$ cat config.mk
export PLATFORM = sky130hd
export DESIGN_NAME = rv32_mod_fetch_flat
export DESIGN_NICKNAME = d
export VERILOG_FILES = /design/src/rtl/rv32_mod_fetch_if.sv /design/src/rtl/rv32_mod_fetch.sv /design/src/flat_wrapper.sv
export SDC_FILE = /design/constraint.sdc
export NUM_CORES = 1
export LEC_CHECK = 0
export BUFFER_PORTS_ARGS = -buffer_cell sky130_fd_sc_hd__buf_2
export CAP_MARGIN = 0
export CORE_MARGIN = 1
export CORE_UTILIZATION = 40
export CTS_BUF_LIST = sky130_fd_sc_hd__clkbuf_2 sky130_fd_sc_hd__clkbuf_4 sky130_fd_sc_hd__clkbuf_8
export CTS_CLUSTER_SIZE = 8
export DETAILED_ROUTE_END_ITERATION = 10
export GPL_TIMING_DRIVEN = 0
export PLACE_DENSITY = 0.67
export SKIP_CTS_REPAIR_TIMING = 1
export SYNTH_ARGS = -nofsm -noshare
export SYNTH_HDL_FRONTEND = slang
export SYNTH_SLANG_ARGS = --single-unit
$ cat constraint.sdc
create_clock -name clk -period 2.55 [get_ports clk]
set_input_delay 0.255 -clock clk [delete_from_list [all_inputs] [get_ports clk]]
set_output_delay 0.255 -clock clk [all_outputs]
set_load 0.03 [all_outputs]
$ cat src/rtl/rv32_mod_fetch_if.sv
// Fetch-stage bus: branch redirect input, instruction-memory port and decode handshake.
// The master modport is the fetch stage's view; slave is the surrounding pipeline/memory.
interface rv32_mod_fetch_if;
   logic        branch_taken;
   logic [31:0] branch_target;
   logic        imem_req;
   logic [31:0] imem_addr;
   logic        imem_ack;
   logic [31:0] imem_rdata;
   logic        instr_valid;
   logic        instr_ready;
   logic [31:0] instr;
   logic [31:0] instr_pc;
   logic        instr_len4;

   modport master (
      input  branch_taken, branch_target, imem_ack, imem_rdata, instr_ready,
      output imem_req, imem_addr, instr_valid, instr, instr_pc, instr_len4
   );

   modport slave (
      output branch_taken, branch_target, imem_ack, imem_rdata, instr_ready,
      input  imem_req, imem_addr, instr_valid, instr, instr_pc, instr_len4
   );
endinterface

$ cat src/rtl/rv32_mod_fetch.sv
// rv32imc instruction fetch: owns the PC, issues one imem request at a time and
// delivers instructions to decode through a single output register.
module rv32_mod_fetch #(
   parameter logic [31:0] RESET_PC = 32'h0000_0000
) (
   input  logic                   clk,
   input  logic                   rst,
   rv32_mod_fetch_if.master       fetch_bus
);

   localparam logic [31:0] RESET_PC_ALIGNED = {RESET_PC[31:1], 1'b0};

   typedef enum logic {
      S_BOOT,
      S_RUN
   } state_t;

   state_t      r_state;
   state_t      w_state_nxt;
   logic        w_started;

   logic [31:0] r_pc;
   logic        r_valid;
   logic [31:0] r_instr;
   logic [31:0] r_instr_pc;
   logic        r_len4;

   logic        w_req;
   logic        w_fire;
   logic        w_len4;
   logic [31:0] w_pc_inc;
   logic        w_unused_target_bit0;

   assign w_unused_target_bit0 = fetch_bus.branch_target[0];

   // Boot state holds off the first request for one cycle after reset release.
   always_ff @(posedge clk or posedge rst) begin
      if (rst) begin
         r_state <= S_BOOT;
      end else begin
         r_state <= w_state_nxt;
      end
   end

   always_comb begin
      w_state_nxt = r_state;
      w_started   = 1'b0;
      case (r_state)
         S_BOOT: begin
            w_state_nxt = S_RUN;
         end
         S_RUN: begin
            w_started   = 1'b1;
         end
         default: begin
            w_state_nxt = S_BOOT;
         end
      endcase
   end

   always_comb begin
      w_req    = w_started & ~fetch_bus.branch_taken & (~r_valid | fetch_bus.instr_ready);
      w_fire   = w_req & fetch_bus.imem_ack;
      w_len4   = (fetch_bus.imem_rdata[1:0] == 2'b11);
      w_pc_inc = w_len4 ? 32'd4 : 32'd2;
   end

   // Redirect outranks everything: it discards the buffered instruction even if decode is ready.
   always_ff @(posedge clk or posedge rst) begin
      if (rst) begin
         r_pc       <= RESET_PC_ALIGNED;
         r_valid    <= 1'b0;
         r_instr    <= '0;
         r_instr_pc <= '0;
         r_len4     <= 1'b0;
      end else if (fetch_bus.branch_taken) begin
         r_pc       <= {fetch_bus.branch_target[31:1], 1'b0};
         r_valid    <= 1'b0;
      end else if (w_fire) begin
         r_pc       <= r_pc + w_pc_inc;
         r_valid    <= 1'b1;
         r_instr    <= fetch_bus.imem_rdata;
         r_instr_pc <= r_pc;
         r_len4     <= w_len4;
      end else if (fetch_bus.instr_ready) begin
         r_valid    <= 1'b0;
      end
   end

   assign fetch_bus.imem_req    = w_req;
   assign fetch_bus.imem_addr   = r_pc;
   assign fetch_bus.instr_valid = r_valid;
   assign fetch_bus.instr       = r_instr;
   assign fetch_bus.instr_pc    = r_instr_pc;
   assign fetch_bus.instr_len4  = r_len4;

endmodule
$ cat src/flat_wrapper.sv
// flat-port wrapper written by rule: the top's interface ports become plain ports
module rv32_mod_fetch_flat 
#(
   parameter logic [31:0] RESET_PC = 32'h0000_0000
)
  (clk, rst, fetch_bus_branch_taken, fetch_bus_branch_target, fetch_bus_imem_ack, fetch_bus_imem_rdata, fetch_bus_instr_ready, fetch_bus_imem_req, fetch_bus_imem_addr, fetch_bus_instr_valid, fetch_bus_instr, fetch_bus_instr_pc, fetch_bus_instr_len4);
  rv32_mod_fetch_if fetch_bus_i ();
  input  logic clk;
  input  logic rst;
  input wire logic [$bits(fetch_bus_i.branch_taken)-1:0] fetch_bus_branch_taken;
  input wire logic [$bits(fetch_bus_i.branch_target)-1:0] fetch_bus_branch_target;
  input wire logic [$bits(fetch_bus_i.imem_ack)-1:0] fetch_bus_imem_ack;
  input wire logic [$bits(fetch_bus_i.imem_rdata)-1:0] fetch_bus_imem_rdata;
  input wire logic [$bits(fetch_bus_i.instr_ready)-1:0] fetch_bus_instr_ready;
  output wire logic [$bits(fetch_bus_i.imem_req)-1:0] fetch_bus_imem_req;
  output wire logic [$bits(fetch_bus_i.imem_addr)-1:0] fetch_bus_imem_addr;
  output wire logic [$bits(fetch_bus_i.instr_valid)-1:0] fetch_bus_instr_valid;
  output wire logic [$bits(fetch_bus_i.instr)-1:0] fetch_bus_instr;
  output wire logic [$bits(fetch_bus_i.instr_pc)-1:0] fetch_bus_instr_pc;
  output wire logic [$bits(fetch_bus_i.instr_len4)-1:0] fetch_bus_instr_len4;
  assign fetch_bus_i.branch_taken = fetch_bus_branch_taken;
  assign fetch_bus_i.branch_target = fetch_bus_branch_target;
  assign fetch_bus_i.imem_ack = fetch_bus_imem_ack;
  assign fetch_bus_i.imem_rdata = fetch_bus_imem_rdata;
  assign fetch_bus_i.instr_ready = fetch_bus_instr_ready;
  assign fetch_bus_imem_req = fetch_bus_i.imem_req;
  assign fetch_bus_imem_addr = fetch_bus_i.imem_addr;
  assign fetch_bus_instr_valid = fetch_bus_i.instr_valid;
  assign fetch_bus_instr = fetch_bus_i.instr;
  assign fetch_bus_instr_pc = fetch_bus_i.instr_pc;
  assign fetch_bus_instr_len4 = fetch_bus_i.instr_len4;
  rv32_mod_fetch #(.RESET_PC(RESET_PC)) u_core (.clk(clk), .rst(rst), .fetch_bus(fetch_bus_i));
endmodule
==> flow_summary.ini, run 1 <==
[run_status]
run_status = completed

[synthesis]
synth_area_um2 = 4450
synth_seq_area_share_pct = 54.6
synth_top_area_share_pct = 54.6
synth_simple_gate_area_share_pct = 30.3
synth-compound-area-share_pct = 9.29
ys_types = 41
synth_top_area_cell = dfrtp_1
ys_top_cells_by_area = dfrtp_1 55%, nand2_1 18%, nand3_1 2.7%
synth_xor_area_share_pct = 0
async_reset_ff_share_pct = 100
synth_mux_area_share_pct = 0.985
synth_edf_count = 0
synthCells = 508
yosys_warnings = 0
synth_area_per_cell_um2 = 8.75
synth_top_family_by_area = simple AND/OR/NAND/NOR gates
synth_ff_type = dfrtp_1
synthAdderAreaFrac_pct = 1.01
synth-seq-cells = 97

[cts]
cts_buffers = 9
cts_tree = yes
h-tree-depth = 3
cts.path.max_buffers = 2
clk_pin_slew_worst_paths_ns = 0.09
clock-sinks = 97
clock_latency_ns = 0.37
cts-root-buf = clkbuf_8

[routing]
first_iter_violations = 368
wl_um = 13100
wl_per_cell_um = 15.7
drtPass1Iterations = 6
via_per_inst = 5.16
ant_nets = 0
drc = 0
vias = 4291

[power]
peakVddDrop_mv = 0.322
p_clk_share_pct = 24.5
sw_frac_of_total_pct = 37.8
power_density_nw_per_um2 = 738
cellLeakagePower_nw = 3.05
combPwrFrac_pct = 29.2
power_switching_mw = 1.59
cell_internal_pwr_mw = 2.62
seqPwrFrac_pct = 46.3

[setup_path]
worstPathMaxFanout = 9
rr_worst_depth = 7
crit_path_start_kind = flop
r2r_slack_ns = 0.22
crit_top_cell = nand3_1
path_depth = 7
cp_data_arrival_time_ns = 2.58
worst_path_max_delay_cell = nor2_2
crit_type = flop to flop
cp_num_buf_inv = 0
end_kind = flop
max_stage_delay_ns = 0.43
critPathRequiredTime_ns = 2.81
crit_chain = ha_1 > fa_1 > nand3_1 > nor2_2 > nand3_1 > mux2i_1 > a221o_1
crit_family = simple AND/OR/NAND/NOR gates

[floorplanning]
die_width_um = 107
io_pins = 168
coreArea_um2 = 10800
fp-row-count = 38
die_y_um = 107
initial_core_util_pct = 41.0
die_area_um2 = 11500

[timing]
tightestPinTransition_ns = 0.701
rsz0062_at_grt = no
period_needed_ns = 2.33
finalSetupViolations = 0
finalCritPeriodShare_pct = 91.2
slew_headroom_pct = 53.3
hold_viol = 0
fin_ws_ns = 0.224
slew_viol_final = 0
fmax_mhz = 430
fin_skew_ns = 0.0121
tns_ns = 0

[placed_design]
place_congestion = 0.873
post-place-ws_ns = -0.0421
io_buffers = 163
hpwl_um = 9440

[global_route]
grt_pass1_vias = 4050
grt_pass1_wl_um = 20700
grt_max_degree = 41
antenna_found_initial = 0
gr-usage-all-layers_pct = 23.6
grt.overflow.total = 0

[cells_and_area]
insertedDiodeCount = 0
nNetsFinal = 758
syn_to_final_growth_pct = 28.1
layout-drive-gt1-share_pct = 30.2

[worst_hold_path]
min_path_cells = 3
worstHoldPathType = input port to flop

[flow_run]
max_cap_viol_count = 0
==> routing by layer <==
metal  track usage [%]  vias up  wire length [um]
li1                  -     2056                 -
met1              32.7     2040              6040
met4              8.81        0               229
met5                 0        -                 0
met2              36.5      178              5970
met3              4.66       17               852
==> path summary, 6_finish.rpt <==
kind,start,endpoint
min,fetch_bus_imem_rdata[14],u_core.fetch_bus.instr[14]
max reg2reg,u_core.fetch_bus.imem_addr[1],u_core.fetch_bus.imem_addr[29]
max in group asynchronous,rst,u_core.fetch_bus.instr_pc[20]
min reg2reg,u_core.fetch_bus.instr[1],u_core.fetch_bus.instr[1]
min in group asynchronous,rst,u_core.fetch_bus.instr_pc[6]
max,u_core.fetch_bus.imem_addr[1],u_core.fetch_bus.imem_addr[29]
==> synth_stat cells (4+ instances only) <==
cell type	count
nand2_1	215
dfrtp_1	97
nand3_1	24
o21ai_0	22
nor2_1	19
nand4_1	14
clkbuf_1	12
buf_2	11
a21oi_1	8
inv_1	7
a221o_1	6
buf_1	6
o211ai_1	6
a22oi_1	5
a31oi_1	4
nor3_1	4
or3_1	4
==> tightest hold or removal path, delay by kind of cell <==
kind          cells  cell delay [ns]
buf+inv           1             0.07
simple gates      2             0.08
==> cell families (layout without fill, tap and decap cells) <==
kind of cell               Yosys count  in the layout
muxes                                4              4
AOI/OAI and AO/OA                   62             62
other                                2              3
buffers and inverters               38            220
and+or+nand+nor                    302            302
DFF                                 97             97
adders and majority gates            3              3
==> registers in the layout (all words and copies together), names as in the netlist <==
| name | count |
|---|---|
| u_core.r_state | 1 |
| u_core.fetch_bus.instr_valid | 1 |
| u_core.fetch_bus.instr_pc | 31 |
| u_core.fetch_bus.instr | 32 |
| u_core.fetch_bus.imem_addr | 31 |
| u_core.fetch_bus.instr_len4 | 1 |
==> final cells by class <==
class / count / area, um^2
plain buffers: 31 / 138
clock buffers: 11 / 145
fillers: 1007 / 5140
inverters: 7 / 30.0
multi-input cells: 374 / 1860
flip-flops and latches: 97 / 2430
well taps: 140 / 175
repair buffers: 166 / 866
clock inverters: 5 / 55.1
==> stage by stage <==
stage	area, um^2	utilization, %	total power [mW]	instances	hold WS, ns
6_report	5700	52.6	4.21	831	0.0667
5_1_grt	5700	52.6	4.44	831	0.0401
3_5_place_dp	5480	50.6	3.21	814	0.311
3_3_place_gp	5440	50.2	3.17	812	0.444
2_1_floorplan	4450	-	2.77	509	0.360
4_1_cts	5680	52.4	4.24	830	-0.101
==> power by group through the flow <==
| stage | clock, mW | combinational, mW | sequential, mW |
|---|---|---|---|
| after detailed placement | 0 | 1.23 | 1.98 |
| after floorplan | 0 | 0.333 | 2.44 |
| final | 1.03 | 1.23 | 1.95 |
| after CTS | 1.05 | 1.23 | 1.95 |
| after global placement | 0 | 1.21 | 1.97 |
| after global routing | 1.13 | 1.32 | 1.98 |
==> cell usage in the layout (no fill, tap or decap), types with 3 or more instances in the layout <==
cell | synthesis | routed
nand2_1 | 215 | 215
buf_2 | 11 | 174
dfrtp_1 | 97 | 97
nand3_1 | 24 | 24
o21ai_0 | 22 | 22
nor2_1 | 19 | 18
nand4_1 | 14 | 14
clkbuf_1 | 12 | 12
clkbuf_8 | 0 | 10
a21oi_1 | 8 | 8
inv_1 | 7 | 6
o211ai_1 | 6 | 6
a221o_1 | 6 | 6
buf_1 | 6 | 6
a22oi_1 | 5 | 5
or3_1 | 4 | 4
nor3_1 | 4 | 4
a31oi_1 | 4 | 4
nand3_2 | 3 | 3
and3_1 | 3 | 3
mux2_2 | 3 | 3
clkinvlp_4 | 0 | 3
a32oi_1 | 3 | 3
conb_1 | 2 | 3
Power figures use the tool's default switching activity.
==> run 2: changes to the inputs <==
==> constraint.sdc (replaced) <==
create_clock -name clk -period 2.55 [get_ports clk]
set_input_delay 0.51 -clock clk [delete_from_list [all_inputs] [get_ports clk]]
set_output_delay 0.51 -clock clk [all_outputs]
set_load 0.03 [all_outputs]
==> flow_summary.ini, run 2 (synthesized netlist as in run 1, its figures left out) <==
[timing]
slew_viol_final = 0
finalCritPeriodShare_pct = 91.4
slew_headroom_pct = 54.9
period_needed_ns = 2.33
tightestPinTransition_ns = 0.676
fin_ws_ns = 0.218
fin_skew_ns = 0.0111
finalSetupViolations = 0
fmax_mhz = 429
rsz0062_at_grt = no
hold_viol = 0

[floorplanning]
die_y_um = 107
io_pins = 168
fp-row-count = 38
initial_core_util_pct = 41.0
die_width_um = 107
coreArea_um2 = 10800
die_area_um2 = 11500

[cells_and_area]
postLayoutCellArea_um2 = 5690
syn_to_final_growth_pct = 27.9
insertedDiodeCount = 0
mostFrequentLayoutCell = nand2_1
nNetsFinal = 757
fin_cells = 830
layout-drive-gt1-share_pct = 30.3
final_cell_mix = 215 x nand2_1, 174 x buf_2, 97 x dfrtp_1
fin_util_pct = 52.5
largest_register_ffs = 32

[cts]
cts-root-buf = clkbuf_8
clk_pin_slew_worst_paths_ns = 0.10
h-tree-depth = 3
clock_latency_ns = 0.38
cts_tree = yes
clock-sinks = 97
cts_buffers = 9
cts.path.max_buffers = 2

[placed_design]
place_congestion = 0.873
post-place-ws_ns = -0.297
hpwl_um = 9440
place_area_um2 = 5480
place_inst = 814
io_buffers = 163

[power]
combPwrFrac_pct = 29.1
peakVddDrop_mv = 0.323
cell_internal_pwr_mw = 2.61
sw_frac_of_total_pct = 37.8
seqPwrFrac_pct = 46.3
cellLeakagePower_nw = 3.05
p_total_mw = 4.21
power_density_nw_per_um2 = 740
p_clk_share_pct = 24.6
power_switching_mw = 1.59

[setup_path]
r2r_slack_ns = 0.22
cp_data_arrival_time_ns = 2.59
critPathRequiredTime_ns = 2.81
crit_path_start_kind = flop
rr_startpoint = u_core.fetch_bus.imem_addr[1]
reg2reg_to = u_core.fetch_bus.imem_addr[29]
worstSetupEndpoint = u_core.fetch_bus.imem_addr[29]
crit_type = flop to flop
rr_worst_depth = 7
critPathLaunch = u_core.fetch_bus.imem_addr[1]
worstPathMaxFanout = 9
end_kind = flop

[routing]
vias = 4293
ant_nets = 0
drtPass1Iterations = 5
via_per_inst = 5.17
drc = 0
wl_um = 13000
first_iter_violations = 364
wl_per_cell_um = 15.7

[global_route]
antenna_found_initial = 0
grt_pass1_wl_um = 20700
grt_pass1_vias = 4050
grt.overflow.total = 0
gr-usage-all-layers_pct = 23.6
grt_max_degree = 41

[run_status]
run_status = completed

[flow_run]
max_cap_viol_count = 0

[worst_hold_path]
worstHoldPathType = input port to asynchronous set/reset pin
==> run 2: stage by stage <==
stage	setup TNS (ns)	hold WS (ns)
finish	0	0.150
global placement	-0.486	0.452
global route	0	0.162
CTS	0	0.154
detailed placement	-0.654	0.457
floorplan	0	0.615
==> run 2: final cells by class <==
| type | instances | area (um^2) |
|---|---|---|
| Sequential cell | 97 | 2430 |
| Clock buffer | 11 | 145 |
| Multi-Input combinational cell | 374 | 1860 |
| Timing Repair Buffer | 165 | 856 |
| Buffer | 31 | 138 |
| Inverter | 7 | 30.0 |
| Fill cell | 1008 | 5150 |
| Tap cell | 140 | 175 |
| Clock inverter | 5 | 55.1 |
==> run 2: how the worst min path moves through the flow <==
stage          depth (start not counted)                       start                           end  slack [ns]
2_1_floorplan                          2     fetch_bus_imem_rdata[0]     u_core.fetch_bus.instr[0]        0.62
3_3_place_gp                           2  u_core.fetch_bus.instr[31]    u_core.fetch_bus.instr[31]        0.45
3_5_place_dp                           2  u_core.fetch_bus.instr[10]    u_core.fetch_bus.instr[10]        0.46
4_1_cts                                2                         rst  u_core.fetch_bus.instr_pc[6]        0.15
5_1_grt                                2                         rst    u_core.fetch_bus.instr[27]        0.16
6_report                               2                         rst  u_core.fetch_bus.instr_pc[6]        0.15
==> run 2: critical path, stage by stage (launching register included) <==
cell     delay (ns)
dfrtp_1        0.41
ha_1           0.21
fa_1           0.23
nand3_1        0.29
nor2_2         0.43
nand3_1        0.23
mux2i_1        0.17
a221o_1        0.25
==> run 2: per-layer routing <==
metal / vias to the layer above / track usage (%) / share of wire (%)
li1: 2057 / - / -
met2: 192 / 36.5 / 46
met3: 17 / 4.66 / 6.4
met4: 0 / 8.81 / 1.8
met5: - / 0 / 0
met1: 2027 / 32.7 / 46
==> run 2: power groups by stage <==
| stage | Combinational, mW | Clock, mW | Sequential, mW |
|---|---|---|---|
| finish | 1.22 | 1.03 | 1.95 |
| global route | 1.32 | 1.13 | 1.98 |
| CTS | 1.23 | 1.05 | 1.95 |
| detailed placement | 1.23 | 0 | 1.98 |
| global placement | 1.21 | 0 | 1.97 |
| floorplan | 0.333 | 0 | 2.44 |
==> run 3: changes to the inputs <==
--- a/config.mk
+++ b/config.mk
@@ -7,13 +7,15 @@
 export LEC_CHECK = 0
 export BUFFER_PORTS_ARGS = -buffer_cell sky130_fd_sc_hd__buf_2
 export CAP_MARGIN = 0
+export CELL_PAD_IN_SITES_DETAIL_PLACEMENT = 0
+export CELL_PAD_IN_SITES_GLOBAL_PLACEMENT = 1
 export CORE_MARGIN = 1
-export CORE_UTILIZATION = 40
+export CORE_UTILIZATION = 37
 export CTS_BUF_LIST = sky130_fd_sc_hd__clkbuf_2 sky130_fd_sc_hd__clkbuf_4 sky130_fd_sc_hd__clkbuf_8
-export CTS_CLUSTER_SIZE = 8
+export CTS_CLUSTER_SIZE = 28
 export DETAILED_ROUTE_END_ITERATION = 10
 export GPL_TIMING_DRIVEN = 0
-export PLACE_DENSITY = 0.67
+export PLACE_DENSITY = 0.8
 export SKIP_CTS_REPAIR_TIMING = 1
 export SYNTH_ARGS = -nofsm -noshare
 export SYNTH_HDL_FRONTEND = slang
==> constraint.sdc (replaced) <==
create_clock -name clk -period 2.2 [get_ports clk]
set_input_delay 0.44 -clock clk [delete_from_list [all_inputs] [get_ports clk]]
set_output_delay 0.44 -clock clk [all_outputs]
set_load 0.03 [all_outputs]
==> flow_summary.ini, run 3 (synthesized netlist as in run 1, its figures left out) <==
[timing]
finalCritPeriodShare_pct = 96.1
hold_viol = 0
finalSetupViolations = 0
slew_viol_final = 0
worst_hold_slack_ns = 0.0983
slew_headroom_pct = 51.5
fmax_mhz = 473
period_needed_ns = 2.11
fin_skew_ns = 0.0182
tightestPinTransition_ns = 0.727

[setup_path]
crit_chain = ha_1 > fa_2 > nand3_4 > nor4_4 > buf_4 > nand4_1 > or3_1 > o211ai_1
path_depth = 8
reg2reg_to = u_core.fetch_bus.imem_addr[17]
worstPathMaxFanout = 7
rr_startpoint = u_core.fetch_bus.imem_addr[1]
crit_path_start_kind = flop
cp_data_arrival_time_ns = 2.42
end_kind = flop
critPathRequiredTime_ns = 2.51
cp_num_buf_inv = 1
crit_family = simple AND/OR/NAND/NOR gates
r2r_slack_ns = 0.09
rr_worst_depth = 8
crit_type = flop to flop
critPathLaunch = u_core.fetch_bus.imem_addr[1]
max_stage_delay_ns = 0.41
worst_path_max_delay_cell = dfrtp_1
worstSetupEndpoint = u_core.fetch_bus.imem_addr[17]

[floorplanning]
io_pins = 168
die_y_um = 112
coreArea_um2 = 11600
initial_core_util_pct = 38.4
fp-row-count = 39
die_area_um2 = 12500
die_width_um = 112

[cells_and_area]
multiInputGateArea_um2 = 1880
final-seq-area_um2 = 2430
fin_cells = 839
insertedDiodeCount = 0
layout-drive-gt1-share_pct = 31.8
postLayoutCellArea_um2 = 5820
syn_to_final_growth_pct = 30.8
mostFrequentLayoutCell = nand2_1
nNetsFinal = 763
largest_register_ffs = 32
final_cell_mix = 215 x nand2_1, 174 x buf_2, 96 x dfrtp_1
nFillCells = 1143

[placed_design]
place_inst = 817
io_buffers = 163
place_congestion = 0.865
hpwl_um = 9790
place_area_um2 = 5490

[worst_hold_path]
worstHoldPathType = input port to asynchronous set/reset pin

[cts]
cts_buffers = 9
clock_latency_ns = 0.40
cts_tree = yes
clk_pin_slew_worst_paths_ns = 0.09
clock-sinks = 97
cts.path.max_buffers = 2
h-tree-depth = 3
cts-root-buf = clkbuf_8

[power]
peakVddDrop_mv = 0.466
power_density_nw_per_um2 = 884
cellLeakagePower_nw = 3.11
p_total_mw = 5.14

[global_route]
grt_pass1_wl_um = 21600
grt.overflow.total = 0
gr-usage-all-layers_pct = 22.7
antenna_found_initial = 0
grt_pass1_vias = 4153
grt_max_degree = 41

[flow_run]
max_cap_viol_count = 0

[routing]
wl_per_cell_um = 16.2
drtPass1Iterations = 8
vias = 4320
wl_um = 13600
drc = 14
via_per_inst = 5.15
first_iter_violations = 287
ant_nets = 0

[run_status]
violations = DRC
run_status = finished, violations left
## run 3: cell count changes in the layout (fill, tap and decap cells not counted), moves of 2 or more
cell and change:
buf_4 +5, clkbuf_1 -3, clkbuf_2 +3, bufinv_16 +2, clkinvlp_4 -2
## run 3: through the flow
step | util, % | worst slack (ns) | setup TNS (ns)
floorplan | - | 0.00590 | 0
global placement | 47.1 | -0.371 | -25.26
detailed placement | 47.5 | -0.415 | -18.42
CTS | 49.6 | -0.116 | -0.653
global route | 50.3 | -0.0342 | -0.0349
finish | 50.3 | 0.0867 | 0
## run 3: how the worst min path moves through the flow
stage	start	endpoint	slack, ns	cells past startpoint
after floorplan	fetch_bus_imem_rdata[0]	u_core.fetch_bus.instr[0]	0.55	2
after global placement	u_core.fetch_bus.instr[30]	u_core.fetch_bus.instr[30]	0.45	2
after detailed placement	u_core.fetch_bus.instr[4]	u_core.fetch_bus.instr[4]	0.46	2
after CTS	rst	u_core.fetch_bus.imem_addr[5]	0.11	2
after global routing	rst	u_core.fetch_bus.imem_addr[6]	0.13	2
final	rst	u_core.fetch_bus.imem_addr[6]	0.1	2
## run 3: metal layers
metal / vias to the layer above / GRT usage (%) / share of wire [%]
li1: 2071 / - / -
met1: 2074 / 30.0 / 45
met2: 154 / 36.3 / 46
met3: 21 / 4.63 / 6.3
met4: 0 / 10.0 / 2.5
met5: - / 0 / 0
## run 3: layout make-up
class,instances,area share [%]
Multi-Input combinational cell,374,32.3
Buffer,31,2.43
Timing Repair Buffer,171,15.7
Inverter,7,0.516
Clock inverter,5,1.79
Clock buffer,11,2.39
Tap cell,143,3.08
Sequential cell,97,41.8
## run 3: where the power goes
| part | switching, mW | internal (mW) | total (mW) |
|---|---|---|---|
| clock network | 0.659 | 0.781 | 1.44 |
| registers | 0.206 | 2.06 | 2.26 |
| logic | 1.02 | 0.420 | 1.44 |
| total | 1.88 | 3.26 | 5.14 |
